File: src/rtl/phy_len_div_calc_pkg.sv
// Shared constants, N_DBPS base tables and FSM state encoding for the
// PHY length divider and the reusable N_DBPS lookup.
package phy_len_div_calc_pkg;

    localparam int unsigned DBPS_W       = 11;
    localparam int unsigned SERVICE_BITS = 16;
    localparam int unsigned TAIL_BITS    = 6;
    localparam int unsigned HT_MCS_UEQM  = 32;

    typedef enum logic [2:0] {
        S_IDLE,
        S_LOOKUP,
        S_DIV,
        S_FIX,
        S_DONE
    } state_t;

    // A zero return marks a code that is not a legal non-HT rate.
    function automatic logic [DBPS_W-1:0] nonht_dbps(input logic [3:0] code);
        case (code)
            4'b1011: return DBPS_W'(24);
            4'b1111: return DBPS_W'(36);
            4'b1010: return DBPS_W'(48);
            4'b1110: return DBPS_W'(72);
            4'b1001: return DBPS_W'(96);
            4'b1101: return DBPS_W'(144);
            4'b1000: return DBPS_W'(192);
            4'b1100: return DBPS_W'(216);
            default: return '0;
        endcase
    endfunction

    function automatic logic [DBPS_W-1:0] ht_base_dbps(input logic [2:0] idx);
        case (idx)
            3'd0:    return DBPS_W'(26);
            3'd1:    return DBPS_W'(52);
            3'd2:    return DBPS_W'(78);
            3'd3:    return DBPS_W'(104);
            3'd4:    return DBPS_W'(156);
            3'd5:    return DBPS_W'(208);
            3'd6:    return DBPS_W'(234);
            default: return DBPS_W'(260);
        endcase
    endfunction

endpackage

File: src/rtl/phy_len_div_calc_ndbps_lookup.sv
// Combinational N_DBPS lookup for non-HT rate codes and HT MCS (equal
// modulation, up to MAX_NSS streams); flags unsupported rates.
module ndbps_lookup
    import phy_len_div_calc_pkg::*;
#(
    parameter int unsigned MAX_NSS = 2
) (
    input  logic              ht_i,
    input  logic [6:0]        rate_i,
    output logic [DBPS_W-1:0] n_dbps_o,
    output logic              rate_err_o
);

    logic [2:0] nss;

    always_comb begin
        n_dbps_o   = '0;
        rate_err_o = 1'b0;
        nss        = {1'b0, rate_i[4:3]} + 3'd1;
        if (ht_i) begin
            if ((32'(rate_i) >= HT_MCS_UEQM) || (32'(rate_i) >= 8 * MAX_NSS)) begin
                rate_err_o = 1'b1;
            end else begin
                n_dbps_o = ht_base_dbps(rate_i[2:0]) * DBPS_W'(nss);
            end
        end else begin
            n_dbps_o   = nonht_dbps(rate_i[3:0]);
            rate_err_o = (n_dbps_o == '0);
        end
    end

endmodule

File: src/rtl/phy_len_div_calc.sv
// PHY length calculator: N_DBPS lookup followed by a fixed-latency restoring
// divider. Defining PHY_LEN_PAD_EN adds the n_pad_bit output.
module phy_len_div_calc
    import phy_len_div_calc_pkg::*;
#(
    parameter int unsigned LEN_W   = 16,
    parameter int unsigned MAX_NSS = 2
) (
    input  logic              clock,
    input  logic              reset,
    input  logic              enable,
    input  logic              start,
    input  logic              ht,
    input  logic [6:0]        rate,
    input  logic [LEN_W-1:0]  psdu_len,
    output logic [LEN_W-1:0]  n_ofdm_sym,
    output logic [DBPS_W-1:0] n_bit_in_last_sym,
    output logic [DBPS_W-1:0] n_dbps,
    output logic              busy,
    output logic              phy_len_valid,
    output logic              rate_err
`ifdef PHY_LEN_PAD_EN
    ,
    output logic [DBPS_W-1:0] n_pad_bit
`endif
);

    localparam int unsigned NUM_W = LEN_W + 4;
    localparam int unsigned SYM_W = LEN_W;
    localparam int unsigned CNT_W = $clog2(NUM_W);

    state_t             state_q;
    logic               ht_q;
    logic [6:0]         rate_q;
    logic [LEN_W-1:0]   len_q;
    logic [NUM_W-1:0]   num_q;
    logic [SYM_W-1:0]   quo_q;
    logic [DBPS_W-1:0]  dbps_q;
    logic [DBPS_W-1:0]  rem_q;
    logic [CNT_W-1:0]   cnt_q;
    logic [SYM_W-1:0]   sym_q;
    logic [DBPS_W-1:0]  last_q;
    logic [DBPS_W-1:0]  ndbps_q;
    logic               busy_q;
    logic               valid_q;
    logic               err_q;
`ifdef PHY_LEN_PAD_EN
    logic [DBPS_W-1:0]  pad_q;
`endif

    logic [DBPS_W-1:0]  lut_dbps;
    logic               lut_err;
    logic [NUM_W-1:0]   num_d;
    logic [DBPS_W:0]    rem_shift;
    logic [DBPS_W:0]    rem_diff;
    logic               rem_ge;
    logic [DBPS_W-1:0]  rem_d;

    ndbps_lookup #(.MAX_NSS(MAX_NSS)) u_ndbps_lookup (
        .ht_i       (ht_q),
        .rate_i     (rate_q),
        .n_dbps_o   (lut_dbps),
        .rate_err_o (lut_err)
    );

    always_comb begin
        num_d     = {1'b0, len_q, 3'b000} + NUM_W'(SERVICE_BITS + TAIL_BITS);
        rem_shift = {rem_q, num_q[NUM_W-1]};
        rem_diff  = rem_shift - {1'b0, dbps_q};
        rem_ge    = (rem_shift >= {1'b0, dbps_q});
        rem_d     = rem_ge ? rem_diff[DBPS_W-1:0] : rem_shift[DBPS_W-1:0];
    end

    // Quotient is kept SYM_W wide: with N_DBPS >= 24 its upper NUM_W-SYM_W
    // bits are always zero, so shifting them out loses nothing.
    always_ff @(posedge clock) begin
        if (!reset) begin
            state_q <= S_IDLE;
            ht_q    <= 1'b0;
            rate_q  <= '0;
            len_q   <= '0;
            num_q   <= '0;
            quo_q   <= '0;
            dbps_q  <= '0;
            rem_q   <= '0;
            cnt_q   <= '0;
            sym_q   <= SYM_W'(1);
            last_q  <= DBPS_W'(130);
            ndbps_q <= '0;
            busy_q  <= 1'b0;
            valid_q <= 1'b0;
            err_q   <= 1'b0;
`ifdef PHY_LEN_PAD_EN
            pad_q   <= '0;
`endif
        end else if (enable) begin
            valid_q <= 1'b0;
            err_q   <= 1'b0;
            case (state_q)
                S_IDLE: begin
                    if (start) begin
                        ht_q    <= ht;
                        rate_q  <= rate;
                        len_q   <= psdu_len;
                        busy_q  <= 1'b1;
                        state_q <= S_LOOKUP;
                    end
                end
                S_LOOKUP: begin
                    dbps_q <= lut_dbps;
                    num_q  <= num_d;
                    if (lut_err) begin
                        err_q   <= 1'b1;
                        busy_q  <= 1'b0;
                        state_q <= S_IDLE;
                    end else begin
                        quo_q   <= '0;
                        rem_q   <= '0;
                        cnt_q   <= CNT_W'(NUM_W - 1);
                        state_q <= S_DIV;
                    end
                end
                S_DIV: begin
                    rem_q <= rem_d;
                    quo_q <= {quo_q[SYM_W-2:0], rem_ge};
                    num_q <= {num_q[NUM_W-2:0], 1'b0};
                    if (cnt_q == '0) begin
                        state_q <= S_FIX;
                    end else begin
                        cnt_q <= cnt_q - CNT_W'(1);
                    end
                end
                S_FIX: begin
                    ndbps_q <= dbps_q;
                    if (rem_q == '0) begin
                        sym_q  <= quo_q;
                        last_q <= dbps_q;
`ifdef PHY_LEN_PAD_EN
                        pad_q  <= '0;
`endif
                    end else begin
                        sym_q  <= quo_q + SYM_W'(1);
                        last_q <= rem_q;
`ifdef PHY_LEN_PAD_EN
                        pad_q  <= dbps_q - rem_q;
`endif
                    end
                    valid_q <= 1'b1;
                    state_q <= S_DONE;
                end
                S_DONE: begin
                    busy_q  <= 1'b0;
                    state_q <= S_IDLE;
                end
                default: begin
                    busy_q  <= 1'b0;
                    state_q <= S_IDLE;
                end
            endcase
        end
    end

    assign n_ofdm_sym        = sym_q;
    assign n_bit_in_last_sym = last_q;
    assign n_dbps            = ndbps_q;
    assign busy              = busy_q;
    assign phy_len_valid     = valid_q;
    assign rate_err          = err_q;
`ifdef PHY_LEN_PAD_EN
    assign n_pad_bit         = pad_q;
`endif

endmodule

File: config.mk
export PLATFORM = sky130hd
export DESIGN_NAME = phy_len_div_calc
export DESIGN_NICKNAME = d
export VERILOG_FILES = /design/src/rtl/phy_len_div_calc_pkg.sv /design/src/rtl/phy_len_div_calc_ndbps_lookup.sv /design/src/rtl/phy_len_div_calc.sv
export SDC_FILE = /design/constraint.sdc
export NUM_CORES = 1
export LEC_CHECK = 0
export CORE_MARGIN = 5
export CORE_UTILIZATION = 40
export DETAILED_ROUTE_END_ITERATION = 8
export PLACE_DENSITY = 0.69
export SYNTH_ARGS = -nofsm -noshare
export SYNTH_HDL_FRONTEND = slang
export SYNTH_HIERARCHICAL = 1
export SYNTH_SLANG_ARGS = --single-unit
File: constraint.sdc
create_clock -name clock -period 3.38 [get_ports clock]
set_clock_uncertainty 0.1 [all_clocks]
set_input_delay 0.338 -clock clock [delete_from_list [all_inputs] [get_ports clock]]
set_output_delay 0.338 -clock clock [all_outputs]
set_load 0.02 [all_outputs]
==> results of run 1 <==
==> final timing paths <==
path              slack (ns)  depth (start not counted)  startpoint         to
setup / recovery        0.02                         17   rate_q[0]  dbps_q[9]
hold reg to reg         0.36                          2   rate_q[6]  rate_q[6]
setup reg to reg        0.02                         17   rate_q[0]  dbps_q[9]
hold / removal          0.36                          2   rate_q[6]  rate_q[6]
==> layout by cell type, fill, tap and decap left out, types with 4 or more instances in the layout <==
master / count
o21ai_0: 50
fa_1: 7
clkdlybuf4s50_1: 68
nor2_1: 78
clkinv_4: 4
nor3_1: 11
nor2b_1: 8
clkbuf_16: 17
nand3_1: 19
nand2_1: 154
and2_1: 7
o211ai_1: 8
nand4_1: 10
a21oi_1: 109
a211oi_1: 12
buf_4: 27
a32oi_1: 4
ha_1: 23
nand2b_1: 7
nor4_1: 5
xor2_1: 15
ha_4: 5
mux2i_1: 10
and3_1: 5
dfxtp_1: 128
a21oi_2: 4
xnor2_1: 23
o21ai_1: 6
nand3b_1: 4
a22oi_1: 14
inv_1: 35
==> through the flow <==
stage	total power, µW	hold WS, ns	std cells	TNS [ns]
global route	3990	0.365	1190	-0.215
CTS	3850	0.346	1188	0
floorplan	1830	0.332	887	0
detailed placement	1930	0.348	1155	-0.275
finish	3840	0.356	1190	0
global placement	1920	0.340	1155	-0.0194
==> layout make-up <==
type,count,area share (%)
Sequential cell,130,30.0
Timing Repair Buffer,97,10.6
Inverter,39,1.74
Multi-Input combinational cell,667,47.3
Tap cell,225,3.24
Clock inverter,13,2.03
Clock buffer,19,5.09
==> flip-flops by register name, indices dropped and copies added, names as in the netlist <==
signal / flops
num_q: 19
len_q: 16
n_ofdm_sym: 16
quo_q: 16
dbps_q: 11
n_bit_in_last_sym: 11
n_dbps: 11
rem_q: 11
rate_q: 7
cnt_q: 5
state_q: 3
busy: 1
ht_q: 1
phy_len_valid: 1
rate_err: 1
==> report_power, final <==
group	switching (µW)	internal [µW]
clock network	729	1190
logic	186	149
registers	27.3	1560
total	942	2900
==> cells by family after synthesis <==
kind of cell / Yosys count
and+or+nand+nor: 335
buffers and inverters: 90
muxes: 13
adders and majority gates: 38
xor gates and xnor gates: 38
AOI/OAI and AO/OA: 242
other: 1
DFF: 130
==> critical path, cell delays in order, from the launching register on <==
cell	delay [ns]
dfxtp_4	0.38
inv_4	0.08
ha_4	0.14
buf_4	0.14
nor2_1	0.05
a22oi_2	0.21
buf_4	0.15
nand2_1	0.07
fa_1	0.54
inv_1	0.04
ha_1	0.34
a21o_1	0.15
a21oi_2	0.07
o2111ai_1	0.21
o31ai_1	0.11
a311o_1	0.33
nand2_1	0.07
a21oi_2	0.04
==> repair_timing <==
action,in CTS,in global routing
hold buffers,0,0
cloned,0,0
endpoints found under the setup margin,2,4
buffers inserted,1,2
pin swaps,3,13
gates resized for setup,14,12
==> per-layer routing <==
metal  part of all wire (%)  vias to the layer above
met5                      0                        -
met4                    1.5                        0
met3                    5.1                       21
met2                     44                      158
met1                     49                     2834
li1                       -                     3206
==> impl_metrics.tcl, run 1 <==
set metrics [dict create \
    synth.ff_latch_count 130 \
    tightest_slew_ns 0.840 \
    rows 48 \
    ios 69 \
    slew_violations 0 \
    vias 6219 \
    critical_path_required_ns 3.57 \
    synth_top_family_by_area "simple AND/OR/NAND/NOR gates" \
    yosys.area.top_type "dfxtp_1" \
    start_kind "flop" \
    coreArea_um2 17200 \
    final_util_pct 50.5 \
    vias_per_cell 5.23 \
    critPathMaxFanout 6 \
    setup_viol 0 \
    drv_cap 0 \
    drt_iter0_drc 360 \
    insertion_delay_ns 0.42 \
    hold_path.class "flop to flop" \
    synth_top_area_share_pct 37.1 \
    cts_buffers 17 \
    tritoncts "done" \
    syn_area_um2 7010 \
    final_antenna_net_count 0 \
    grt_pass1_wl_um 28000 \
    layout.nets 1018 \
    cts_sinks 130 \
    h-tree-depth 4 \
    crit_type "flop to flop" \
    synth_edf_count 0 \
    powerDensity_nw_per_um2 442 \
    clockBufferDepth 2 \
    rsz0062_at_grt "yes" \
    synth_cells 887 \
    hold_violations 0 \
    routed_wl_um 16600 \
    synth_common_cells "nand2_1, dfxtp_1, a21oi_1" \
    slew_headroom_pct 43.9 \
    postPlaceCellArea_um2 7960 \
    place_worst_setup_slack_ns -0.155 \
    use_met3_pct 3.63 \
    hpwl_um 11700 \
    antenna_found_initial 0 \
    antenna_cells 0 \
    clk_pin_slew_ns 0.06 \
    synth_simple_gate_area_share_pct 22.4 \
    synth_most_common_cell "nand2_1" \
    place_congestion 0.847 \
    period_minus_slack_ns 3.36 \
    multi_input_area_um2 4110 \
    seq_area_frac_synth_pct 37.1 \
    async_flop_share_pct 0 \
    worstPathArrival_ns 3.55 \
    gr-usage-met1_pct 22.6 \
    nFillCells 1649 \
    grt_usage_pct 16.6 \
    final-seq-area_um2 2610 \
    worstSetupEndpointType "flop" \
    post-route-drc-count 0 \
    synthMuxAreaShare_pct 1.91 \
    drive_gt1_share_pct 10.9 \
    start_util_pct 40.7 \
    syn_area_per_cell_um2 7.90 \
    synth_compound_area_share_pct 20.4 \
    layout_setup_ws_ns 0.0155 \
    die_height_um 142 \
    synth_cell_types 73 \
    first_pass_iters 4 \
    synth.area.top_cells "dfxtp_1, nand2_1, a21oi_1, ha_1, nor2_1" \
    wl_per_cell_um 14.0 \
    vdd_drop_max_uv 349 \
    synth_fa_ha_area_share_pct 7.64 \
    design_area_um2 8700 \
    grt_busiest_layer "met2" \
    grt_max_degree 95 \
    clock.fmax_mhz 297 \
    leakagePower_uw 0.00315 \
    use_met2_pct 25.9 \
    synth.net_count 953 \
    period_share_pct 99.5 \
    area_growth_pct 24.1 \
    dieArea_um2 20300 \
    yosys_warnings 6 \
    synth-xor-area-share_pct 4.75 \
    port_buffers 68 \
    ys.flop_type "dfxtp_1" \
    status "finished clean" \
    grt_pass1_vias 5850 \
    clock-root-buffer "clkbuf_16" \
    die_w_um 142 \
    overflow 0 \
]
Note: power is estimated with default switching activity, not from simulation.
==> inputs of run 2 (changes only) <==
- SYNTH_HIERARCHICAL: 1 -> default
==> impl_metrics.tcl, run 2 <==
set metrics [dict create \
    worstReg2RegStart "rate_q[1]" \
    start_util_pct 40.4 \
    grt_busiest_layer "met2" \
    synth_top_family_by_area "simple AND/OR/NAND/NOR gates" \
    layout.nets 963 \
    ys.flop_type "dfxtp_1" \
    overflow 0 \
    largest_register "num_q" \
    ios 69 \
    grt_pass1_wl_um 27800 \
    synth_cells 850 \
    cp_cell_sequence "inv_1, a21oi_1, nand2_1, fa_1, inv_1, ha_1, fa_1, a21o_1, a21oi_1, o21ai_0, xnor2_1, o32ai_1" \
    use_met3_pct 4.08 \
    postCtsSetupBuffers 0 \
    die_height_um 142 \
    vias 6068 \
    worstSetupEndpointType "flop" \
    synth-xor-area-share_pct 5.30 \
    hpwl_um 11500 \
    crit_slowest_cell "fa_1" \
    async_flop_share_pct 0 \
    syn_area_per_cell_um2 8.17 \
    clk_pin_slew_ns 0.06 \
    grt_max_degree 78 \
    synth_top_area_share_pct 38.7 \
    slew_violations 0 \
    synth_common_cells "dfxtp_1, nand2_1, a21oi_1" \
    seq_area_frac_synth_pct 38.7 \
    post-route-drc-count 0 \
    port_buffers 67 \
    rsz0062_at_grt "no" \
    synth_compound_area_share_pct 19.7 \
    final_cell_mix "dfxtp_1, nand2_1, a21oi_1" \
    grt_pass1_vias 5706 \
    nFillCells 1694 \
    synth_fa_ha_area_share_pct 6.89 \
    status "finished clean" \
    layout_setup_ws_ns 0.236 \
    rows 48 \
    h-tree-depth 4 \
    synth_most_common_cell "dfxtp_1" \
    largest_register_ffs 19 \
    hold_path.class "flop to flop" \
    vias_per_cell 5.33 \
    max_stage_delay_ns 0.53 \
    clock.fmax_mhz 318 \
    leakagePower_uw 0.00323 \
    clock-root-buffer "clkbuf_16" \
    critPathMaxFanout 8 \
    place_congestion 0.851 \
    cpLargestDelayFamily "adder cells" \
    critPathBufInv 2 \
    drive_gt1_share_pct 7.34 \
    dieArea_um2 20100 \
    final_common_cell "dfxtp_1" \
    cts_sinks 134 \
    min_from "num_q[11]" \
    vdd_drop_max_uv 376 \
    clockBufferDepth 2 \
    period_share_pct 93.0 \
    crit_type "flop to flop" \
    tns_ns 0 \
    synth_simple_gate_area_share_pct 21.2 \
    start_kind "flop" \
    powerDensity_nw_per_um2 488 \
    synth.ff_latch_count 134 \
    startpoint "rate_q[1]" \
    synthMuxAreaShare_pct 2.76 \
    drt_iter0_drc 344 \
    worstPathArrival_ns 3.31 \
    tightest_slew_ns 0.834 \
    synth.net_count 912 \
    first_pass_iters 4 \
    setup_viol 0 \
    slew_headroom_pct 44.4 \
    synth_edf_count 0 \
    final_antenna_net_count 0 \
    synth.area.top_cells "dfxtp_1, nand2_1, a21oi_1, ha_1, nor2_1" \
    drv_cap 0 \
    die_w_um 142 \
    coreArea_um2 17200 \
    wl_per_cell_um 14.4 \
    period_minus_slack_ns 3.14 \
    hold_violations 0 \
    insertion_delay_ns 0.42 \
    routed_wl_um 16400 \
    yosys_warnings 0 \
    syn_area_um2 6940 \
    antenna_cells 0 \
    use_met2_pct 26.3 \
    synth_cell_types 70 \
    tritoncts "done" \
    grt_usage_pct 16.6 \
    yosys.area.top_type "dfxtp_1" \
    cts_buffers 17 \
    gr-usage-met1_pct 22.6 \
    critical_path_required_ns 3.55 \
    place_worst_setup_slack_ns 0.144 \
    antenna_found_initial 0 \
    area_growth_pct 21.2 \
]
run 2: cell types whose count changed in the layout (fill, tap and decap cells not counted), sizes merged, moves of 10 or more:
cell | previous run | this run
a221o | 0 | 10
a21oi | 113 | 87
a22oi | 15 | 1
nand2 | 157 | 121
o21ai | 57 | 37
buf | 29 | 16
run 2: final timing paths:
check / endpoint / slack [ns] / cells after the start
max: dbps_q[9] / 0.24 / 12
max reg2reg: dbps_q[9] / 0.24 / 12
min reg2reg: num_q[11] / 0.35 / 2
min: num_q[11] / 0.35 / 2
run 2: timing repair:
item / CTS / global route
hold buffers: 0 / 0
gates resized for setup: 0 / 4
setup endpoints to repair: 0 / 2
run 2: layout make-up:
type / count / area [µm²] / area share [%]
clock buffers: 22 / 474 / 5.64
repair buffers: 83 / 791 / 9.40
multi-input cells: 622 / 3900 / 46.3
well taps: 225 / 282 / 3.35
inverters: 43 / 161 / 1.92
clock inverters: 9 / 125 / 1.49
flip-flops and latches: 134 / 2690 / 31.9
run 2: power breakdown:
part / internal, µW / switching [µW] / total (µW)
clock network: 1210 / 668 / 1880
logic: 235 / 314 / 550
registers: 1630 / 53.4 / 1680
total: 3070 / 1040 / 4110
run 2: layer usage:
metal	vias up	share of wire, %	wire length, µm
li1	3094	-	-
met1	2814	49	7980
met2	139	45	7430
met3	21	5.3	865
met4	0	0.97	159
met5	-	0	0
run 2: logic make-up (layout without fill, tap and decap cells):
kind of cell,Yosys count,in the layout
other,1,1
AOI/OAI and AO/OA,214,214
adders and majority gates,34,34
muxes,19,19
buffers and inverters,94,157
DFF,134,134
and+or+nand+nor,312,312
xor gates and xnor gates,42,42
run 2: through the flow:
stage                     total power, µW  hold WS [ns]  util [%]  instances  cell area (µm²)
after floorplan                      2110         0.332         -        850             6940
after global placement               2260         0.340      45.5       1107             7810
after detailed placement             2260         0.344      45.5       1107             7810
after CTS                            4140         0.352      49.0       1138             8410
after global routing                 4290         0.352      49.0       1138             8410
final                                4110         0.350      49.0       1138             8410
run 2: tightest hold or removal path: stages (launching register included):
cell and delay (ns):
dfxtp_1 0.31, nand2_1 0.05, a21oi_1 0.05
